File: config.mk
export PLATFORM = sky130hd
export DESIGN_NAME = step_settle_monitor
export DESIGN_NICKNAME = d
export VERILOG_FILES = /design/src/rtl/step_settle_monitor.sv
export SDC_FILE = /design/constraint.sdc
export NUM_CORES = 1
export LEC_CHECK = 0
export ABC_AREA = 1
export BUFFER_PORTS_ARGS = -buffer_cell sky130_fd_sc_hd__buf_2
export CAP_MARGIN = 20
export CORE_AREA = 2 2 119 121
export DETAILED_ROUTE_END_ITERATION = 8
export DIE_AREA = 0 0 121 123
export PLACE_DENSITY = 0.82
export SLEW_MARGIN = 30
export SYNTH_ARGS = -nofsm -noshare
export SYNTH_HDL_FRONTEND = slang
export SYNTH_SLANG_ARGS = --single-unit
File: constraint.sdc
create_clock -name clk -period 3.82 [get_ports clk]
set_input_delay 0.573 -clock clk [delete_from_list [all_inputs] [get_ports clk]]
set_output_delay 0.573 -clock clk [all_outputs]
set_load 0.05 [all_outputs]
File: src/rtl/step_settle_monitor.sv
// Step-response settle monitor: tracks peak, overshoot and settling time of a
// sampled signed signal into a tolerance band, with a sample-count timeout.
module step_settle_monitor #(
  parameter int                      WIDTH         = 25,
  parameter logic signed [WIDTH-1:0] TARGET        = '0,
  parameter logic signed [WIDTH-1:0] TOL           = '0,
  parameter int                      SETTLE_CYCLES = 16,
  parameter int                      TIMEOUT       = 65535,
  parameter int                      CNT_WIDTH     = 16
) (
  input  logic                        clk,
  input  logic                        rst,
  input  logic                        start,
  input  logic signed [WIDTH-1:0]     v_out,
  output logic                        busy,
  output logic                        done,
  output logic                        settled,
  output logic                        timeout,
  output logic        [CNT_WIDTH-1:0] settle_time,
  output logic signed [WIDTH-1:0]     peak,
  output logic signed [WIDTH-1:0]     overshoot
);

  typedef enum logic [1:0] {S_IDLE, S_TRACK, S_DONE} state_t;

  localparam logic signed [WIDTH:0]   TGT_X    = {TARGET[WIDTH-1], TARGET};
  localparam logic signed [WIDTH:0]   TOL_X    = {TOL[WIDTH-1], TOL};
  localparam logic signed [WIDTH-1:0] MOST_NEG = {1'b1, {(WIDTH-1){1'b0}}};
  localparam logic signed [WIDTH-1:0] MAX_POS  = {1'b0, {(WIDTH-1){1'b1}}};

  state_t                     state;
  logic       [CNT_WIDTH-1:0] index;
  logic       [CNT_WIDTH-1:0] run;
  logic       [CNT_WIDTH-1:0] candidate;

  logic signed [WIDTH:0]      diff;
  logic signed [WIDTH:0]      os_full;
  logic signed [WIDTH-1:0]    peak_next;
  logic signed [WIDTH-1:0]    os_sat;
  logic       [CNT_WIDTH-1:0] run_inc;
  logic                       in_band;
  logic                       hits_settle;
  logic                       last_idx;

  // One extra bit on the subtractions keeps extreme samples from wrapping into the band.
  // NOTE: every always_comb output gets a default first so no path leaves it unassigned (no latch).
  always_comb begin
    diff        = $signed({v_out[WIDTH-1], v_out}) - TGT_X;
    in_band     = (diff <= TOL_X) && (diff >= -TOL_X);
    peak_next   = (v_out > peak) ? v_out : peak;
    run_inc     = run + CNT_WIDTH'(1);
    hits_settle = in_band && (run_inc == CNT_WIDTH'(SETTLE_CYCLES));
    last_idx    = (index == CNT_WIDTH'(TIMEOUT - 1));
    os_full     = $signed({peak_next[WIDTH-1], peak_next}) - TGT_X;
    os_sat      = os_full[WIDTH-1:0];
    if (os_full[WIDTH])        os_sat = '0;
    else if (os_full[WIDTH-1]) os_sat = MAX_POS;
  end

  assign busy = (state == S_TRACK);

  // NOTE: sequential state uses non-blocking assignments so every register samples pre-edge values.
  always_ff @(posedge clk or posedge rst) begin
    if (rst) begin
      state       <= S_IDLE;
      done        <= 1'b0;
      settled     <= 1'b0;
      timeout     <= 1'b0;
      settle_time <= '0;
      peak        <= '0;
      overshoot   <= '0;
      index       <= '0;
      run         <= '0;
      candidate   <= '0;
    end else begin
      done <= 1'b0;
      case (state)
        S_IDLE, S_DONE: begin
          if (start) begin
            state       <= S_TRACK;
            settled     <= 1'b0;
            timeout     <= 1'b0;
            settle_time <= '0;
            overshoot   <= '0;
            peak        <= MOST_NEG;
            index       <= '0;
            run         <= '0;
          end
        end
        S_TRACK: begin
          peak  <= peak_next;
          index <= index + CNT_WIDTH'(1);
          run   <= in_band ? run_inc : '0;
          if (in_band && run == '0) candidate <= index;
          if (hits_settle) begin
            // With a single-sample requirement the run starts at this very index.
            state       <= S_DONE;
            settled     <= 1'b1;
            settle_time <= (run == '0) ? index : candidate;
            overshoot   <= os_sat;
            done        <= 1'b1;
          end else if (last_idx) begin
            state       <= S_DONE;
            timeout     <= 1'b1;
            settle_time <= CNT_WIDTH'(TIMEOUT);
            overshoot   <= os_sat;
            done        <= 1'b1;
          end
        end
        default: state <= S_IDLE;
      endcase
    end
  end

endmodule

# Yosys cells after proc, flatten, opt, wreduce, memory -nomap -nowiden
# Index checks and enable logic that the tools add are counted.
totals:
  reg_bits: 119
  out_inout_bits: 70
  inputBits: 28
  elab_cells: 66
classes:
  n_reduce_logical: 13
  n_mux: 29
  order_cmp: 3
  addsub: 2
  n_eq_ne: 9
op_table:
  columns: ["op", "n"]
  rows:
  - ["25-bit two-way mux", 5]
  - ["25-bit one-hot mux with 2 select lines", 2]
  - ["16-bit one-hot mux with 2 select lines", 3]
  - ["16-bit two-way mux", 5]
  - ["16-bit by 1-bit adder with 16-bit output, second input constant", 2]
  - ["25-bit by 1-bit greater-or-equal comparator with 1-bit output, second input constant", 1]
  - ["25-bit > comparator", 1]
  - ["25-bit by 1-bit <= comparator with 1-bit output, second input constant", 1]
  - ["24-bit two-way mux", 1]
  - ["16-bit == test, second input constant", 1]
  - ["16-bit by 5-bit == test with 1-bit output, second input constant", 1]
  - ["16-bit zero test", 1]
  - ["1-bit two-way mux", 7]
  - ["2-bit two-way mux", 3]
  - ["2-bit AND reduction", 3]
  - ["3-bit AND reduction", 2]
  - ["2-bit by 1-bit inequality test with 1-bit output, second input constant", 2]
  - ["2-bit inequality test, second input constant", 2]
  - ["1-bit one-hot mux with 2 select lines", 2]
  - ["2-bit one-hot mux with 2 select lines", 1]
  - ["4-bit AND reduction", 1]
  - ["1-bit logical AND", 3]
  - ["3-bit by 1-bit inequality test with 1-bit output, second input constant", 1]
  - ["2-bit by 1-bit == test with 1-bit output, second input constant", 1]
  - ["other kinds (4)", 4]

# Depth between registers and ports, before layout
logic_depth:
  depth_word: 6
  ltp_mapped: 18
  ltp_nobuf: 17

# Worst setup path after synthesis
# No wires, ideal clock.
synth_path:
  path_kind: "register to register"
  from: "reg peak[18]"
  to: "reg overshoot[13]"
  period_less_slack_ns: 2.490
  stages_incl_launch_ff: 16
  slack_ns: 1.330
  setup_ns: 0.118
  arrival_time_ns: 2.372
  n_path_buf: 1
  required_time_ns: 3.702
  cell_sequence: "dfrtp_1 > inv_1 > ha_1 > nand2_1 > inv_1 > o21ai_0 > nand2_1 > a21oi_1 > nand4_1 > nand2_2 > nand2_1 > nand2_1 > nor2_8 > buf_12 > nand2_2 > nand2_1"
synth_between:
  elab_chain_cells: 6
synth_rtl:
  columns: ["element", "line_no", "source"]
  rows:
  - ["start: declaration", "20", "output logic signed [WIDTH-1:0] peak,"]
  - ["start signal: assignment", "91", "peak <= peak_next;"]
  - ["25-bit > comparator *", "50", "peak_next = (v_out > peak) ? v_out : peak;"]
  - ["25-bit two-way mux *", "50", null]
  - ["24-bit two-way mux *", "56", "if (os_full[WIDTH]) os_sat = '0;"]
  - ["25-bit two-way mux", "102", "end else if (last_idx) begin"]
  - ["25-bit two-way mux *", "95", "if (hits_settle) begin"]
  - ["25-bit one-hot mux with 2 select lines *", "77", "case (state)"]
  - ["end signal: assignment", "100", "overshoot <= os_sat;"]
  - ["end signal: assignment", "106", "overshoot <= os_sat;"]
  - ["end: declaration", "21", "output logic signed [WIDTH-1:0] overshoot"]
# Every way passes the cells marked *; elsewhere a longest branch is shown, timed or not. The select of a mux whose other input is x is not followed.
# A chain may end at the register's enable or synchronous reset.

# Worst setup path in the final report
layout_path:
  from: "reg run[0]"
  to: "reg overshoot[21]"
layout_between:
  elab_chain_cells: 5
  elab_cells_between_ends: 7
  classes_between: "add/sub: 1; eq/ne: 2; mux: 2; reduce/logical: 2"
layout_rtl:
  columns: ["element", "line_no", "source"]
  rows:
  - ["start: declaration", "33", "logic [CNT_WIDTH-1:0] run;"]
  - ["start signal: assignment", "93", "run <= in_band ? run_inc : '0;"]
  - ["16-bit by 1-bit adder with 16-bit output *", "51", "run_inc = run + CNT_WIDTH'(1);"]
  - ["16-bit by 5-bit == test with 1-bit output *", "52", "hits_settle = in_band && (run_inc == CNT_WIDTH'(SETTLE_CYCLES));"]
  - ["1-bit logical AND *", "52", null]
  - ["3-bit by 1-bit inequality test with 1-bit output (no source line) or 25-bit two-way mux (tied branches)", null, null]
  - ["3-bit AND reduction (no source line) or 25-bit one-hot mux with 2 select lines (tied branches)", null, null]
# Every way passes the cells marked *; elsewhere a longest branch is shown, timed or not.

==> results.md <==
* Status: completed
* Overall Power at 6.59 mW
* Type of the worst setup path: register to register
* Vias in the first global route at 6039
* Startpoint kind of the worst setup timing path: register
* Longest individual stage delay on the worst path at 0.47 ns
* Number of antenna violations at the first check in global routing at 0
* Routed via count at 5992
* Simple-gate area share of the yosys netlist at 0.293
* Post-detailed-route DRC marker count at 0
* Critical-path cell with the highest stage delay: nor2_8
* Mapped Avg Cell Area at 7.65 um^2
* Syn. warnings at 0
* Die extent in x at 121 um
* TritonCTS clock tree: done
* Top fanout value on the critical path at 29
* Cell taking the most area after synthesis: dfrtp_1
* Post-synthesis instance area at 0.00662 mm^2
* Clock latency at the later pin of the worst-skew pair at 0.43 ns
* Post-synthesis compound-gate area fraction at 0.105
* Dominant combinational cell family by area after synthesis: simple AND/OR/NAND/NOR gates
* Worst hold path type: input port to asynchronous set/reset pin
* Total inserted antenna cells at 0
* WP data arrival at 3.09 ns
* Cell count after synthesis at 865
* MaxCap Viol Count at 0
* Total leakage power at 4.11 nW
* CP required at 4.18 ns
* Final setup violation count at 0
* Clk sink count at 118
* Setup slack after layout at 1.09 ns
* Type of element capturing the critical path: register
* Number of hold violations in the final report at 0
* Number of nets in the layout at 1018
* Count of flip-flops with a built-in enable after synthesis at 0
* Share of final-layout standard cells stronger than drive strength 1 at 0.186
* Fraction of synthesized area in multiplexers at 0.00510
* Weighted congestion at the end of routability-driven global placement at 0.892
* Via-to-Cell Ratio at 5.20
* Ys async rst share at 1.00
* Largest cells by area after synthesis: dfrtp_1, nand2_1, inv_1
* Final worst path period need at 2.73 ns
* Post-synthesis sequential element count at 118
* Cell at the root of the clock tree: clkbuf_16
* Clock buffer depth at 2
* RSZ-0062 raised after global routing: false
* Port-buffer cells at 96
* Die height at 123 um
* Remaining Overflow, GRT at 0
* Top_reg_cell synth: dfrtp_1
* Clock edge transition at the registers on the reported setup and hold paths at 0.06 ns
* Post-synthesis sequential area ratio at 0.446
* Count of fill cells added during filler insertion at 1227
* Slew Limit Fails at 0
* CTS Hold Bufs at 0
* Number of buffers inserted during clock tree synthesis at 17
* Setup slack at placement at 0.830 ns
* Remaining antenna violation count at 0
* Setup repair bufs after CTS at 0
* Slew at the pin closest to its max-slew limit at 0.834 ns
* Cell-by-cell trace of the critical path: ha_1, nand3_2, nor2_4, nand2_1, xor2_1, nand2_1, nor2_1, nand3_2, nand3_2, nand2_4, nor2_8, nand2_1, nand2_1
* Die area at 0.0149 mm^2
* Util after Layout at 0.576
* Arithmetic-cell share of the synthesized area counting full adders, half adders and majority gates at 0.0567
* Iter 0 DRT Violations at 421
* Core box area at 0.0136 mm^2
* Finished Layout Cells at 1153
* Post-CTS sizing at 0
* Layout overhead on the synthesized area at 18.4%
* Std cell rows at 43
* First-pass GRT wire length at 27800 um
* Starting utilization of the core area at 0.486
* Cell count after placement at 1121
* Number of distinct standard cells referenced by the synthesized netlist at 35
* Total half-perimeter wirelength after legalization and detailed placement at 11400 um
* Maximum number of pins on one net before global-route repair at 70
* Setup tns final at 0 ns
* Worst IR Drop VDD at 631 uV
* Depth of the worst register-to-register path at 13
* Average wire per standard cell at 14.1 um
* Final Cycle Share at 0.716
* Number of nets in the synthesized netlist at 923
* Clock Skew at 0.00755 ns
* Area share of the largest cell type after synthesis at 0.446
* Total routed wirelength at 16300 um
* H-tree depth reported by CTS at 4
* Worst slew margin relative to its limit at 0.444
* Multi-input gate area in the final layout at 0.00307 mm^2
* Top-level port count at 98
* Cell Pwr Density at 841 mW/mm^2
* Highest clock frequency the design can meet at 366 MHz
* Most frequent CP cell: nand2_1
* Combined flip-flop and latch cell area at 0.00295 mm^2
* Global-route total usage across every layer at 0.238
* First-pass detailed-route iteration total at 5
* Synthesized-area fraction occupied by xor and xnor cells at 0.00397
==> layer usage <==
| layer | track usage | vias to the layer above | part of all wire |
|---|---|---|---|
| met2 | 0.420 | 185 | 0.48 |
| met3 | 0.0724 | 26 | 0.076 |
| li1 | - | 2973 | - |
| met1 | 0.274 | 2808 | 0.42 |
| met4 | 0.0843 | 0 | 0.018 |
| met5 | 0 | - | 0 |
==> worst max-delay path: cells and delay by family, from the launching register on <==
family        cells  cell delay, ns
xor+xnor          1            0.24
simple gates     11            1.72
flops             1            0.43
fa+ha+maj         1            0.27
==> layout by cell type (no fill, tap or decap), drive strengths merged, types with 3 or more instances in the layout <==
cell type / synthesis / routed
ha: 30 / 30
a21oi: 18 / 18
o32ai: 3 / 3
buf: 18 / 108
nand3b: 7 / 7
inv: 112 / 116
clkinv: 0 / 5
nand2: 256 / 256
xor2: 3 / 3
o21ai: 64 / 64
nand3: 45 / 45
mux2: 3 / 3
nor3: 6 / 6
o22ai: 37 / 37
clkbuf: 14 / 19
nand4: 12 / 12
dfrtp: 118 / 118
nor2: 111 / 111
==> cells in the mapped netlist (9+ instances only) <==
cell type    n
o21ai_0     59
dfrtp_1    118
buf_2        9
ha_1        30
nand3_1     41
nand2_1    230
inv_1      109
nor2_1     105
nand2_2     24
a21oi_1     18
clkbuf_1    14
nand4_1     12
o22ai_1     37
==> power breakdown <==
part           switching (mW)  internal (mW)  leakage (nW)  total (mW)
sequential              0.224           1.61          1.53        1.84
clock                   0.623          0.984         0.285        1.61
combinational            2.36          0.784          2.30        3.14
total                    3.21           3.38          4.11        6.59
==> layout make-up <==
cell class | count | share of cell area
Timing Repair Buffer | 108 | 0.0728
Sequential cell | 118 | 0.377
Clock inverter | 13 | 0.0187
Inverter | 112 | 0.0540
Tap cell | 180 | 0.0287
Multi-Input combinational cell | 603 | 0.392
Clock buffer | 19 | 0.0565
==> flip-flops by register name (all words and copies together) (netlist names) <==
signal,cells
run,16
peak,25
overshoot,24
state,2
settle_time,16
index,16
candidate,16
settled,1
timeout,1
done,1
==> logic make-up after synthesis <==
kind of cell | count (synthesis)
simple gates | 441
mux | 3
other cells | 1
flops | 118
fa+ha+maj | 30
xor+xnor | 3
buf+inv | 144
compound gates | 125
==> per-stage QoR <==
| step | hold slack, ns | instance area [um^2] |
|---|---|---|
| global placement | 0.460 | 7240 |
| global route | 0.377 | 7830 |
| detailed placement | 0.461 | 7240 |
| finish | 0.320 | 7830 |
| CTS | 0.354 | 7830 |
| floorplan | 0.453 | 6620 |
==> path summary, 6_finish.rpt <==
| check | from | to | slack [ns] |
|---|---|---|---|
| min in group clk | start | state[1]$_DFFE_PP0P_ | 0.43 |
| worst min register to register | overshoot[1]$_DFFE_PP0P_ | overshoot[1]$_DFFE_PP0P_ | 0.47 |
| worst max-delay path | run[0]$_DFFE_PP0P_ | overshoot[21]$_DFFE_PP0P_ | 1.09 |
| max in group asynchronous | rst | overshoot[3]$_DFFE_PP0P_ | 2.64 |
| worst min-delay path | rst | overshoot[19]$_DFFE_PP0P_ | 0.32 |
| worst max register to register | run[0]$_DFFE_PP0P_ | overshoot[21]$_DFFE_PP0P_ | 1.09 |
Power figures use the tool's default switching activity.
